<file path="src/rtl/opennic_pkg.sv">
// Shared constants, enums and header field accessors for the opennic_shell packet processor.
package opennic_pkg;
  localparam int unsigned OFF_ETYPE  = 12;
  localparam int unsigned OFF_INNER  = 16;
  localparam int unsigned OFF_PROTO  = 27;
  localparam int unsigned OFF_DPORT  = 40;
  localparam int unsigned OFF_KEY    = 46;
  localparam int unsigned OFF_IDX    = 48;
  localparam int unsigned OFF_OP     = 49;
  localparam int unsigned OFF_A      = 48;
  localparam int unsigned OFF_B      = 52;
  localparam int unsigned OFF_RES    = 56;
  localparam int unsigned RES_END    = 60;

  localparam logic [15:0] ETH_VLAN = 16'h8100;
  localparam logic [15:0] ETH_IPV4 = 16'h0800;
  localparam logic [7:0]  IP_UDP   = 8'h11;

  typedef enum logic [1:0] {OP_NOP = 2'd0, OP_ADD = 2'd1, OP_SUB = 2'd2} op_e;
  typedef enum logic {ST_FIRST, ST_BODY} parse_e;
  typedef enum logic [1:0] {CLS_PASS, CLS_CTRL, CLS_DATA} cls_e;

  // Header fields are big-endian; byte k sits at bits [8k+7:8k].
  function automatic logic [7:0] get8(logic [511:0] d, int unsigned off);
    return d[8*off +: 8];
  endfunction

  function automatic logic [15:0] get16(logic [511:0] d, int unsigned off);
    return {d[8*off +: 8], d[8*(off+1) +: 8]};
  endfunction

  function automatic logic [31:0] get32(logic [511:0] d, int unsigned off);
    return {get16(d, off), get16(d, off + 2)};
  endfunction
endpackage

</file>
<file path="src/rtl/opennic_shell_if.sv">
// AXI-Stream bundle with QDMA/CMAC sideband fields; the DUT drives master and consumes slave.
interface opennic_shell_if #(parameter int unsigned DATA_W = 512);
  logic [DATA_W-1:0]   tdata;
  logic [DATA_W/8-1:0] tkeep;
  logic                tvalid;
  logic                tready;
  logic                tlast;
  logic [5:0]          tuser_mty;
  logic                tuser_err;
  logic                tuser_zero_byte;
  logic [31:0]         tuser_mdata;
  logic [10:0]         tuser_qid;
  logic [2:0]          tuser_port_id;
  logic [31:0]         tcrc;

  modport master (
    output tdata, tkeep, tvalid, tlast, tuser_mty, tuser_err, tuser_zero_byte,
           tuser_mdata, tuser_qid, tuser_port_id, tcrc,
    input  tready
  );
  modport slave (
    input  tdata, tkeep, tvalid, tlast, tuser_mty, tuser_err, tuser_zero_byte,
           tuser_mdata, tuser_qid, tuser_port_id, tcrc,
    output tready
  );
endinterface

</file>
<file path="src/rtl/opennic_op_table.sv">
// Register CAM mapping 16-bit keys to ALU ops; lowest matching valid index wins.
module opennic_op_table
  import opennic_pkg::*;
#(
  parameter int unsigned TBL_DEPTH = 8,
  parameter int unsigned IDX_W     = (TBL_DEPTH > 1) ? $clog2(TBL_DEPTH) : 1
) (
  input  logic             clk,
  input  logic             rst,
  input  logic             wr_en,
  input  logic [IDX_W-1:0] wr_idx,
  input  logic [15:0]      wr_key,
  input  logic [1:0]       wr_op,
  input  logic [15:0]      lk_key,
  output logic             hit,
  output op_e              op
);
  logic [15:0]          key_q [TBL_DEPTH];
  logic [1:0]           op_q  [TBL_DEPTH];
  logic [TBL_DEPTH-1:0] vld_q;

  always_ff @(posedge clk or posedge rst) begin
    if (rst) begin
      vld_q <= '0;
      for (int unsigned i = 0; i < TBL_DEPTH; i++) begin
        key_q[i] <= '0;
        op_q[i]  <= '0;
      end
    end else if (wr_en) begin
      vld_q[wr_idx] <= 1'b1;
      key_q[wr_idx] <= wr_key;
      op_q[wr_idx]  <= wr_op;
    end
  end

  always_comb begin
    hit = 1'b0;
    op  = OP_NOP;
    for (int unsigned i = 0; i < TBL_DEPTH; i++) begin
      if (!hit && vld_q[i] && key_q[i] == lk_key) begin
        hit = 1'b1;
        op  = op_e'(op_q[i]);
      end
    end
  end
endmodule

</file>
<file path="src/rtl/opennic_shell.sv">
// H2C-to-CMAC stream processor: absorbs table-programming packets, applies keyed ALU ops to data packets.
module opennic_shell
  import opennic_pkg::*;
#(
  parameter int unsigned DATA_W    = 512,
  parameter int unsigned TBL_DEPTH = 8,
  parameter logic [15:0] CTRL_PORT = 16'hF1F2
) (
  input  logic                   clk,
  input  logic                   aresetn,
  input  logic                   axis_aclk,
  opennic_shell_if.slave         s_axis_qdma_h2c_sim,
  opennic_shell_if.master        m_axis_cmac_tx_sim
);
  localparam int unsigned KEEP_W = DATA_W / 8;
  localparam int unsigned IDX_W  = (TBL_DEPTH > 1) ? $clog2(TBL_DEPTH) : 1;

  logic              rst;
  logic [DATA_W-1:0] in_data;
  logic              in_fire, s_ready;
  parse_e            state, state_n;
  cls_e              cls_q, cls_n, cls_first, cls_cur;
  logic              hdr_ok, short_first, do_mod, drop, wr_en, hit;
  op_e               op;
  logic [31:0]       a, b, res;
  logic [DATA_W-1:0] mod_data;
  logic [KEEP_W-1:0] keep_in;
  logic [IDX_W-1:0]  wr_idx;

  logic              s1_valid, s1_last, s2_valid, s2_last, s2_load, s1_adv;
  logic [DATA_W-1:0] s1_data, s2_data;
  logic [KEEP_W-1:0] s1_keep, s2_keep;

  assign rst     = aresetn;
  assign in_data = s_axis_qdma_h2c_sim.tdata;
  assign in_fire = s_axis_qdma_h2c_sim.tvalid && s_ready;

  assign hdr_ok    = get16(in_data, OFF_ETYPE) == ETH_VLAN && get16(in_data, OFF_INNER) == ETH_IPV4
                     && get8(in_data, OFF_PROTO) == IP_UDP;
  assign cls_first = !hdr_ok ? CLS_PASS :
                     (get16(in_data, OFF_DPORT) == CTRL_PORT) ? CLS_CTRL : CLS_DATA;
  assign cls_cur   = (state == ST_FIRST) ? cls_first : cls_q;
  assign drop      = (cls_cur == CLS_CTRL);

  always_ff @(posedge clk or posedge rst) begin
    if (rst) begin
      state <= ST_FIRST;
      cls_q <= CLS_PASS;
    end else begin
      state <= state_n;
      cls_q <= cls_n;
    end
  end

  always_comb begin
    state_n = state;
    cls_n   = cls_q;
    if (in_fire) begin
      unique case (state)
        ST_FIRST: begin
          cls_n = cls_first;
          if (!s_axis_qdma_h2c_sim.tlast) state_n = ST_BODY;
        end
        ST_BODY: if (s_axis_qdma_h2c_sim.tlast) state_n = ST_FIRST;
      endcase
    end
  end

  assign wr_en  = in_fire && state == ST_FIRST && cls_first == CLS_CTRL;
  assign wr_idx = IDX_W'((32'(get8(in_data, OFF_IDX) & 8'h07)) % TBL_DEPTH);

  opennic_op_table #(.TBL_DEPTH(TBL_DEPTH), .IDX_W(IDX_W)) u_table (
    .clk    (clk),
    .rst    (rst),
    .wr_en  (wr_en),
    .wr_idx (wr_idx),
    .wr_key (get16(in_data, OFF_KEY)),
    .wr_op  (get8(in_data, OFF_OP) & 8'h03),
    .lk_key (get16(in_data, OFF_KEY)),
    .hit    (hit),
    .op     (op)
  );

  // A single-beat frame too short to hold the result field is forwarded untouched.
  assign short_first = s_axis_qdma_h2c_sim.tlast
                       && (KEEP_W - 32'(s_axis_qdma_h2c_sim.tuser_mty)) < RES_END;
  assign a      = get32(in_data, OFF_A);
  assign b      = get32(in_data, OFF_B);
  assign res    = (op == OP_SUB) ? a - b : a + b;
  assign do_mod = state == ST_FIRST && cls_first == CLS_DATA && hit && !short_first
                  && (op == OP_ADD || op == OP_SUB);

  always_comb begin
    mod_data = in_data;
    if (do_mod) begin
      for (int unsigned i = 0; i < 4; i++) mod_data[8*(OFF_RES+i) +: 8] = res[8*(3-i) +: 8];
    end
  end

  assign keep_in = s_axis_qdma_h2c_sim.tlast ? ({KEEP_W{1'b1}} >> s_axis_qdma_h2c_sim.tuser_mty)
                                             : {KEEP_W{1'b1}};

  assign s2_load = !s2_valid || m_axis_cmac_tx_sim.tready;
  assign s1_adv  = s1_valid && s2_load;
  assign s_ready = !s1_valid || s1_adv;

  // Control beats are accepted but never enter stage 1.
  always_ff @(posedge clk or posedge rst) begin
    if (rst) begin
      s1_valid <= 1'b0;
      s1_last  <= 1'b0;
      s1_data  <= '0;
      s1_keep  <= '0;
      s2_valid <= 1'b0;
      s2_last  <= 1'b0;
      s2_data  <= '0;
      s2_keep  <= '0;
    end else begin
      if (s_ready) begin
        s1_valid <= in_fire && !drop;
        if (in_fire) begin
          s1_data <= mod_data;
          s1_keep <= keep_in;
          s1_last <= s_axis_qdma_h2c_sim.tlast;
        end
      end
      if (s2_load) begin
        s2_valid <= s1_valid;
        if (s1_valid) begin
          s2_data <= s1_data;
          s2_keep <= s1_keep;
          s2_last <= s1_last;
        end
      end
    end
  end

  assign s_axis_qdma_h2c_sim.tready       = s_ready;
  assign m_axis_cmac_tx_sim.tdata         = s2_data;
  assign m_axis_cmac_tx_sim.tkeep         = s2_keep;
  assign m_axis_cmac_tx_sim.tvalid        = s2_valid;
  assign m_axis_cmac_tx_sim.tlast         = s2_last;
  assign m_axis_cmac_tx_sim.tuser_err     = 1'b0;
  assign m_axis_cmac_tx_sim.tuser_mty     = '0;
  assign m_axis_cmac_tx_sim.tuser_zero_byte = 1'b0;
  assign m_axis_cmac_tx_sim.tuser_mdata   = '0;
  assign m_axis_cmac_tx_sim.tuser_qid     = '0;
  assign m_axis_cmac_tx_sim.tuser_port_id = '0;
  assign m_axis_cmac_tx_sim.tcrc          = '0;
endmodule

</file>
<file path="src/flat_wrapper.sv">
// flat-port wrapper written by rule: the top's interface ports become plain ports
module opennic_shell_flat import opennic_pkg::*;
#(
  parameter int unsigned DATA_W    = 512,
  parameter int unsigned TBL_DEPTH = 8,
  parameter logic [15:0] CTRL_PORT = 16'hF1F2
)
  (clk, aresetn, axis_aclk, s_axis_qdma_h2c_sim_tdata, s_axis_qdma_h2c_sim_tkeep, s_axis_qdma_h2c_sim_tvalid, s_axis_qdma_h2c_sim_tlast, s_axis_qdma_h2c_sim_tuser_mty, s_axis_qdma_h2c_sim_tuser_err, s_axis_qdma_h2c_sim_tuser_zero_byte, s_axis_qdma_h2c_sim_tuser_mdata, s_axis_qdma_h2c_sim_tuser_qid, s_axis_qdma_h2c_sim_tuser_port_id, s_axis_qdma_h2c_sim_tcrc, s_axis_qdma_h2c_sim_tready, m_axis_cmac_tx_sim_tdata, m_axis_cmac_tx_sim_tkeep, m_axis_cmac_tx_sim_tvalid, m_axis_cmac_tx_sim_tlast, m_axis_cmac_tx_sim_tuser_mty, m_axis_cmac_tx_sim_tuser_err, m_axis_cmac_tx_sim_tuser_zero_byte, m_axis_cmac_tx_sim_tuser_mdata, m_axis_cmac_tx_sim_tuser_qid, m_axis_cmac_tx_sim_tuser_port_id, m_axis_cmac_tx_sim_tcrc, m_axis_cmac_tx_sim_tready);
  opennic_shell_if #(.DATA_W(DATA_W)) s_axis_qdma_h2c_sim_i ();
  opennic_shell_if #(.DATA_W(DATA_W)) m_axis_cmac_tx_sim_i ();
  input  logic clk;
  input  logic aresetn;
  input  logic axis_aclk;
  input wire logic [$bits(s_axis_qdma_h2c_sim_i.tdata)-1:0] s_axis_qdma_h2c_sim_tdata;
  input wire logic [$bits(s_axis_qdma_h2c_sim_i.tkeep)-1:0] s_axis_qdma_h2c_sim_tkeep;
  input wire logic [$bits(s_axis_qdma_h2c_sim_i.tvalid)-1:0] s_axis_qdma_h2c_sim_tvalid;
  input wire logic [$bits(s_axis_qdma_h2c_sim_i.tlast)-1:0] s_axis_qdma_h2c_sim_tlast;
  input wire logic [$bits(s_axis_qdma_h2c_sim_i.tuser_mty)-1:0] s_axis_qdma_h2c_sim_tuser_mty;
  input wire logic [$bits(s_axis_qdma_h2c_sim_i.tuser_err)-1:0] s_axis_qdma_h2c_sim_tuser_err;
  input wire logic [$bits(s_axis_qdma_h2c_sim_i.tuser_zero_byte)-1:0] s_axis_qdma_h2c_sim_tuser_zero_byte;
  input wire logic [$bits(s_axis_qdma_h2c_sim_i.tuser_mdata)-1:0] s_axis_qdma_h2c_sim_tuser_mdata;
  input wire logic [$bits(s_axis_qdma_h2c_sim_i.tuser_qid)-1:0] s_axis_qdma_h2c_sim_tuser_qid;
  input wire logic [$bits(s_axis_qdma_h2c_sim_i.tuser_port_id)-1:0] s_axis_qdma_h2c_sim_tuser_port_id;
  input wire logic [$bits(s_axis_qdma_h2c_sim_i.tcrc)-1:0] s_axis_qdma_h2c_sim_tcrc;
  output wire logic [$bits(s_axis_qdma_h2c_sim_i.tready)-1:0] s_axis_qdma_h2c_sim_tready;
  output wire logic [$bits(m_axis_cmac_tx_sim_i.tdata)-1:0] m_axis_cmac_tx_sim_tdata;
  output wire logic [$bits(m_axis_cmac_tx_sim_i.tkeep)-1:0] m_axis_cmac_tx_sim_tkeep;
  output wire logic [$bits(m_axis_cmac_tx_sim_i.tvalid)-1:0] m_axis_cmac_tx_sim_tvalid;
  output wire logic [$bits(m_axis_cmac_tx_sim_i.tlast)-1:0] m_axis_cmac_tx_sim_tlast;
  output wire logic [$bits(m_axis_cmac_tx_sim_i.tuser_mty)-1:0] m_axis_cmac_tx_sim_tuser_mty;
  output wire logic [$bits(m_axis_cmac_tx_sim_i.tuser_err)-1:0] m_axis_cmac_tx_sim_tuser_err;
  output wire logic [$bits(m_axis_cmac_tx_sim_i.tuser_zero_byte)-1:0] m_axis_cmac_tx_sim_tuser_zero_byte;
  output wire logic [$bits(m_axis_cmac_tx_sim_i.tuser_mdata)-1:0] m_axis_cmac_tx_sim_tuser_mdata;
  output wire logic [$bits(m_axis_cmac_tx_sim_i.tuser_qid)-1:0] m_axis_cmac_tx_sim_tuser_qid;
  output wire logic [$bits(m_axis_cmac_tx_sim_i.tuser_port_id)-1:0] m_axis_cmac_tx_sim_tuser_port_id;
  output wire logic [$bits(m_axis_cmac_tx_sim_i.tcrc)-1:0] m_axis_cmac_tx_sim_tcrc;
  input wire logic [$bits(m_axis_cmac_tx_sim_i.tready)-1:0] m_axis_cmac_tx_sim_tready;
  assign s_axis_qdma_h2c_sim_i.tdata = s_axis_qdma_h2c_sim_tdata;
  assign s_axis_qdma_h2c_sim_i.tkeep = s_axis_qdma_h2c_sim_tkeep;
  assign s_axis_qdma_h2c_sim_i.tvalid = s_axis_qdma_h2c_sim_tvalid;
  assign s_axis_qdma_h2c_sim_i.tlast = s_axis_qdma_h2c_sim_tlast;
  assign s_axis_qdma_h2c_sim_i.tuser_mty = s_axis_qdma_h2c_sim_tuser_mty;
  assign s_axis_qdma_h2c_sim_i.tuser_err = s_axis_qdma_h2c_sim_tuser_err;
  assign s_axis_qdma_h2c_sim_i.tuser_zero_byte = s_axis_qdma_h2c_sim_tuser_zero_byte;
  assign s_axis_qdma_h2c_sim_i.tuser_mdata = s_axis_qdma_h2c_sim_tuser_mdata;
  assign s_axis_qdma_h2c_sim_i.tuser_qid = s_axis_qdma_h2c_sim_tuser_qid;
  assign s_axis_qdma_h2c_sim_i.tuser_port_id = s_axis_qdma_h2c_sim_tuser_port_id;
  assign s_axis_qdma_h2c_sim_i.tcrc = s_axis_qdma_h2c_sim_tcrc;
  assign s_axis_qdma_h2c_sim_tready = s_axis_qdma_h2c_sim_i.tready;
  assign m_axis_cmac_tx_sim_tdata = m_axis_cmac_tx_sim_i.tdata;
  assign m_axis_cmac_tx_sim_tkeep = m_axis_cmac_tx_sim_i.tkeep;
  assign m_axis_cmac_tx_sim_tvalid = m_axis_cmac_tx_sim_i.tvalid;
  assign m_axis_cmac_tx_sim_tlast = m_axis_cmac_tx_sim_i.tlast;
  assign m_axis_cmac_tx_sim_tuser_mty = m_axis_cmac_tx_sim_i.tuser_mty;
  assign m_axis_cmac_tx_sim_tuser_err = m_axis_cmac_tx_sim_i.tuser_err;
  assign m_axis_cmac_tx_sim_tuser_zero_byte = m_axis_cmac_tx_sim_i.tuser_zero_byte;
  assign m_axis_cmac_tx_sim_tuser_mdata = m_axis_cmac_tx_sim_i.tuser_mdata;
  assign m_axis_cmac_tx_sim_tuser_qid = m_axis_cmac_tx_sim_i.tuser_qid;
  assign m_axis_cmac_tx_sim_tuser_port_id = m_axis_cmac_tx_sim_i.tuser_port_id;
  assign m_axis_cmac_tx_sim_tcrc = m_axis_cmac_tx_sim_i.tcrc;
  assign m_axis_cmac_tx_sim_i.tready = m_axis_cmac_tx_sim_tready;
  opennic_shell #(.DATA_W(DATA_W), .TBL_DEPTH(TBL_DEPTH), .CTRL_PORT(CTRL_PORT)) u_core (.clk(clk), .aresetn(aresetn), .axis_aclk(axis_aclk), .s_axis_qdma_h2c_sim(s_axis_qdma_h2c_sim_i), .m_axis_cmac_tx_sim(m_axis_cmac_tx_sim_i));
endmodule
</file>
<file path="config.mk">
export PLATFORM = sky130hd
export DESIGN_NAME = opennic_shell_flat
export DESIGN_NICKNAME = d
export VERILOG_FILES = /design/src/rtl/opennic_pkg.sv /design/src/rtl/opennic_shell_if.sv /design/src/rtl/opennic_op_table.sv /design/src/rtl/opennic_shell.sv /design/src/flat_wrapper.sv
export SDC_FILE = /design/constraint.sdc
export NUM_CORES = 2
export LEC_CHECK = 0
export ABC_CLOCK_PERIOD_IN_PS = 44900
export BUFFER_PORTS_ARGS = -buffer_cell sky130_fd_sc_hd__buf_2
export CAP_MARGIN = 15
export CORE_AREA = 5 5 514 516
export CTS_CLUSTER_DIAMETER = 50
export DETAILED_ROUTE_END_ITERATION = 10
export DIE_AREA = 0 0 519 521
export GPL_TIMING_DRIVEN = 0
export PLACE_DENSITY = 0.5
export SLEW_MARGIN = 20
export SYNTH_ARGS = -nofsm -noshare
export SYNTH_HDL_FRONTEND = slang
export SYNTH_HIERARCHICAL = 1
export SYNTH_SLANG_ARGS = --single-unit
</file>
<file path="constraint.sdc">
create_clock -name clk -period 44.9 [get_ports clk]
set_input_delay 4.49 -clock clk [delete_from_list [all_inputs] [get_ports clk]]
set_output_delay 4.49 -clock clk [all_outputs]
set_load 0.03 [all_outputs]
</file>
# ---- After elaboration in Yosys (flattened, before gate mapping)
# Cells that the tools add are included.
dict set report word_totals {
  inputBits 668
  latch_bits 0
  romBits 0
  word_cells 132
  register_bits 1311
  n_memories 0
  mem_bits_rw 0
}
dict set report op_classes {
  add_sub_neg 3
  mux 31
  n_bitwise 3
  magnitude_cmp 5
  reduce_logical 45
  mul 0
  div 0
  n_eq_ne 17
  shift 1
}
# cell count
set op_table {}
lappend op_table {{$bwmux 128} 1}
lappend op_table {{$eq 16x16->1} 8}
lappend op_table {{$mux 32} 2}
lappend op_table {{$mux 64} 1}
lappend op_table {{$shr 64x6->64 const A} 1}
lappend op_table {{$demux 16 s3} 1}
lappend op_table {{$add 32x32->32} 1}
lappend op_table {{$eq 16x16->1 const B} 2}
lappend op_table {{$lt 32x6->1 const B} 1}
lappend op_table {{$sub 32x32->32} 1}
lappend op_table {{$logic_and 1x1->1} 29}
lappend op_table {{$mux 2} 12}
lappend op_table {{$bwmux 16} 1}
lappend op_table {{$eq 16x12->1 const B} 1}
lappend op_table {{$mux 16} 1}
lappend op_table {{$logic_not 1->1} 11}
lappend op_table {{$mux 1} 10}
lappend op_table {{$eq 8x5->1 const B} 1}
lappend op_table {{$or 8x8->8} 1}
lappend op_table {{$sub 7x6->8 const A} 1}
lappend op_table {{$demux 2 s3} 1}
lappend op_table {{$eq 2x1->1 const B} 3}
lappend op_table {{$eq 2x2->1 const B} 2}
lappend op_table {{$ge 4x4->1 const B} 1}
lappend op_table {{8 further kinds} 11}

# ---- Logic depth before layout (Yosys ltp)
dict set report depth {
  depth_word 35
  mapped_depth 27
  depth_no_buf 25
}

# ---- Modules after synthesis
# The synthesis kept the hierarchy.
# module area_each_um2 cells_per_inst instances seq_area_each_um2
set modules_own_cells {}
lappend modules_own_cells {opennic_shell 46563.4 4137 1 29002.8}
lappend modules_own_cells {opennic_op_table 7454.6 564 1 3803.6}

# ---- Worst setup path before layout
# No wires, ideal clock.
dict set report synth_path {
  path_type {input port to output port}
  startpoint {input m_axis_cmac_tx_sim_tready}
  endpoint {output s_axis_qdma_h2c_sim_tready}
  path_slack_ns 35.563
  n_path_buf 0
  arrival_time_ns 4.847
  cell_stages 1
  cell_sequence {nand3b_1}
}
dict set report synth_between {
  elab_chain_cells 3
}
# element line_no
set synth_rtl {}
lappend synth_rtl {{from (decl)} flat_wrapper.sv:37} ;# input wire logic [$bits(m_axis_cmac_tx_sim_i.tready)-1:0] m_axis_cmac_tx_sim_tready;
lappend synth_rtl {{$logic_or 1x1->1} opennic_shell.sv:103} ;# assign s2_load = !s2_valid || m_axis_cmac_tx_sim.tready;
lappend synth_rtl {{$logic_and 1x1->1} opennic_shell.sv:104} ;# assign s1_adv = s1_valid && s2_load;
lappend synth_rtl {{$logic_or 1x1->1} opennic_shell.sv:105} ;# assign s_ready = !s1_valid || s1_adv;
lappend synth_rtl {{to (decl)} flat_wrapper.sv:25} ;# output wire logic [$bits(s_axis_qdma_h2c_sim_i.tready)-1:0] s_axis_qdma_h2c_sim_tready;
# Every way passes these cells.

# ---- Worst setup path in the final report
dict set report layout_path {
  startpoint {input s_axis_qdma_h2c_sim_tdata[371]}
  endpoint {register u_core.s1_data[455]}
}
dict set report layout_between {
  elab_chain_cells 35
}
# element line_no
set layout_rtl {}
lappend layout_rtl {{from (decl)} flat_wrapper.sv:14} ;# input wire logic [$bits(s_axis_qdma_h2c_sim_i.tdata)-1:0] s_axis_qdma_h2c_sim_tdata;
lappend layout_rtl {{$eq 16x16->1} opennic_op_table.sv:40} ;# if (!hit && vld_q[i] && key_q[i] == lk_key) begin
lappend layout_rtl {{$logic_and 1x1->1} opennic_op_table.sv:40}
lappend layout_rtl {{$mux 1} opennic_op_table.sv:40}
lappend layout_rtl {{$logic_not 1->1} opennic_op_table.sv:40}
lappend layout_rtl {{$logic_and 1x1->1 (2 in series)} opennic_op_table.sv:40}
lappend layout_rtl {{$mux 1} opennic_op_table.sv:40}
lappend layout_rtl {{$logic_not 1->1} opennic_op_table.sv:40}
lappend layout_rtl {{$logic_and 1x1->1 (2 in series)} opennic_op_table.sv:40}
lappend layout_rtl {{[17 not listed]} n/a}
lappend layout_rtl {{$logic_not 1->1} opennic_op_table.sv:40}
lappend layout_rtl {{$logic_and 1x1->1 (2 in series)} opennic_op_table.sv:40}
lappend layout_rtl {{$mux 2 (*)} opennic_op_table.sv:40}
lappend layout_rtl {{via u_core.op[0]} opennic_shell.sv:24} ;# op_e op;
lappend layout_rtl {{$eq 2x1->1 / $eq 2x2->1 (equally long branches)} {opennic_shell.sv:91, opennic_shell.sv:89}}
lappend layout_rtl {{$logic_or 1x1->1} opennic_shell.sv:91} ;# && (op == OP_ADD || op == OP_SUB);
lappend layout_rtl {{$logic_and 1x1->1} opennic_shell.sv:91}
lappend layout_rtl {{$mux 32 (*)} opennic_shell.sv:95} ;# if (do_mod) begin
lappend layout_rtl {{to (signal assigned)} opennic_shell.sv:122} ;# s1_data <= mod_data;
lappend layout_rtl {{to (decl)} opennic_shell.sv:31} ;# logic [DATA_W-1:0] s1_data, s2_data;
# The timed path passes the listed nets; every way through them passes the cells marked *.
# A chain may end at the register's enable or synchronous reset.

==> impl_metrics.csv <==
group,metric,value,unit
clocking,cts.clk_slew.worst_paths,0.06,ns
yosys,syn-cell-area,54000,um2
detailed_routing,via_per_inst,4.17,
sta,setup_viol,0,
cells_and_area,fill_cells,27400,
setup_path,critPathLaunchType,"input pin",
setup_path,max_stage_delay,0.87,ns
clocking,cts_tree,"built",
setup_path,cp.required,45.53,ns
cells_and_area,num-nets-final,6791,
setup_path,crit_top_cell,"a21o_1",
run_status,status,"completed",
yosys,synth_cell_types,83,
sta,clock_skew,0.0834,ns
sta,fin_crit_sh,24.3,%
placed_design,post_dp_cell_area,64700,um2
setup_path,cp_slowest_cell,"nor4_1",
floorplanning,rows,187,
floorplanning,core_area,259000,um2
sta,period_needed,10.92,ns
clocking,ctsLongestPathBuffers,3,
placed_design,gp_congestion,0.870,
floorplanning,die_w,519,um
setup_path,endpoint_kind,"flip-flop",
sta,worst_pin_slew,1.15,ns
job,maxCapViolCount,0,
yosys,yosys.area.top_type,"dfrtp_1",
setup_path,crit_arrival,11.56,ns
floorplanning,start_util,20.9,%
detailed_routing,drt_iter0_drc,2389,
power_and_ir_drop,leakagePower,0.0347,uW
yosys,synth-seq-cells,1311,
power_and_ir_drop,powerDensity,54.6,nW/um2
detailed_routing,drt-total-wl,221000,um
cells_and_area,final_cell_mix,"1513 x nand2_1, 1311 x dfrtp_1, 1114 x buf_2",
grt,grt_max_degree,107,
yosys,async_flop_share,100,%
detailed_routing,dr.pass1.iters,6,
grt,grt_pass1_wl,312000,um
sta,hold_viol_final,0,
setup_path,path_max_fanout,10,
min_path,hold_class,"reg -> reg",
sta,timing.fmax,0.0915,GHz
clocking,cts_hold_buf,0,
sta,hold_slack,0.436,ns
clocking,h-tree-depth,4,
grt,grt_usage,15.8,%
detailed_routing,postRouteAntennaNets,0,
power_and_ir_drop,vdd_ir_drop_max,42.6,uV
sta,slew_violations,0,
yosys,synthTopCellsByArea,"dfrtp_1 61%, mux2_2 15%, nand2_1 11%",
clocking,clock_latency,0.83,ns
floorplanning,die_y,521,um
floorplanning,dieArea,270000,um2
min_path,hold_start,"u_core/s1_data[192]",
setup_path,crit_family,"compound AO/OA/AOI/OAI gates",
sta,rsz0062_at_grt,"false",
setup_path,crit_start,"s_axis_qdma_h2c_sim_tdata[371]",
yosys,synthCells,4701,
cells_and_area,final_common_cell,"nand2_1",
detailed_routing,drt_drc_violations_left,0,
clocking,cts_root_buf,"clkbuf_16",
cells_and_area,area_growth,32.1,%
clocking,cts_setup_buffers,0,
floorplanning,io_pins,1333,
setup_path,critPathKind,"in -> reg",
yosys,synth_edf_count,0,
grt,antenna_found_initial,79,
clocking,clock-sinks,1311,
detailed_routing,vias,40300,
yosys,synth_top_area_share,60.7,%
placed_design,portBuffers,1098,
setup_path,worstReg2RegStart,"u_core/u_table/key_q[122]",
placed_design,dpl.hpwl,177000,um
cells_and_area,drive_gt1_share,37.3,%
yosys,synthFlopType,"dfrtp_1",
detailed_routing,detail_route.wl_per_cell,22.8,um
yosys,yosys_warnings,6,
yosys,yosysSeqAreaShare,60.7,%
grt,gr-total-overflow,0,
cells_and_area,design_area,71400,um2
grt,grt_pass1_vias,41900,
sta,relSlewSlack,22.4,%
clocking,ctsResizeCount,0,
yosys,avgSynthCellArea,11.5,um2
setup_path,path_buf_inv,4,
clocking,cts_buffers,180,
-- registers in the layout (all words and copies together) (netlist names) --
name and count:
u_core/m_axis_cmac_tx_sim.tdata 512, u_core/s1_data 512, u_core/u_table/key_q 128, u_core/m_axis_cmac_tx_sim.tkeep 64, u_core/s1_keep 64, u_core/u_table/op_q 16, u_core/u_table/vld_q 8, u_core/cls_q 2
u_core/m_axis_cmac_tx_sim.tlast 1, u_core/m_axis_cmac_tx_sim.tvalid 1, u_core/s1_last 1, u_core/s1_valid 1, u_core/state 1
-- synthesized netlist by cell type (all sizes together), types with 6 or more instances --
cell type / n
a21o: 22
a21oi: 85
a31oi: 20
and2: 7
and3: 13
buf: 124
clkbuf: 211
dfrtp: 1311
ha: 35
inv: 21
mux2: 720
mux2i: 11
nand2: 1516
nand2b: 14
nand3: 28
nand4: 31
nand4b: 6
nor2: 96
nor3: 28
nor4: 28
o211ai: 13
o21a: 20
o21ai: 61
o22a: 23
or2: 9
xnor2: 139
xor2: 44
-- cells by family (layout without fill, tap and decap cells) --
| kind of cell | count (synthesis) | count (layout) | synth area share (%) |
|---|---|---|---|
| and+or+nand+nor | 1799 | 1799 | 13.5 |
| xor gates and xnor gates | 183 | 183 | 2.99 |
| buffers and inverters | 356 | 1811 | 3.21 |
| AOI/OAI and AO/OA | 284 | 284 | 3.47 |
| muxes | 731 | 731 | 15.2 |
| other | 1 | 121 | 0.00694 |
| adders and majority gates | 36 | 36 | 0.848 |
| DFF | 1311 | 1311 | 60.7 |
-- stage by stage --
stage          setup slack, ns  power, uW  instances  utilization (%)  TNS [ns]
2_1_floorplan             7.77       2020       4786                -         0
3_3_place_gp             -6.40       2390       9286             24.8  -6865.32
3_5_place_dp             33.06       2400       9307             25.0         0
4_1_cts                  33.91       3960       9643             27.5         0
5_1_grt                  33.67       4070       9659             27.6         0
6_report                 33.98       3890       9678             27.6         0
-- report_power, final --
part / switching, uW / internal, uW / total (uW)
Sequential: 111 / 1380 / 1490
Combinational: 610 / 271 / 881
Clock: 604 / 924 / 1530
Total: 1320 / 2570 / 3890
-- metal layers --
layer,global-route usage [%],vias up,wire length (um)
li1,-,18300,-
met1,17.9,20300,84300
met2,28.0,1351,111000
met3,5.19,345,17400
met4,5.01,26,7760
met5,0,-,156
-- final cells by class --
type	instances	area, um2	area share [%]
Clock inverter	103	1570	2.20
Multi-Input combinational cell	3119	19800	27.8
Timing Repair Buffer	1119	6000	8.40
Clock buffer	233	5040	7.07
Tap cell	3402	4260	5.96
Sequential cell	1311	32800	46.0
Inverter	21	93.8	0.131
Buffer	335	1670	2.34
Antenna cell	35	87.6	0.123
-- path summary, 6_finish.rpt --
| kind | slack [ns] | endpoint | depth (start not counted) |
|---|---|---|---|
| setup / recovery | 33.98 | u_core/s1_data[455] | 28 |
| hold / removal | 0.44 | u_core/m_axis_cmac_tx_sim.tdata[192] | 1 |
| setup reg to reg | 37.99 | u_core/s1_data[455] | 26 |
| hold reg to reg | 0.44 | u_core/m_axis_cmac_tx_sim.tdata[192] | 1 |
| max in group asynchronous | 38.17 | u_core/m_axis_cmac_tx_sim.tdata[282] | 8 |
| min in group asynchronous | 3.72 | u_core/m_axis_cmac_tx_sim.tdata[347] | 2 |
Power figures use the tool's default switching activity.
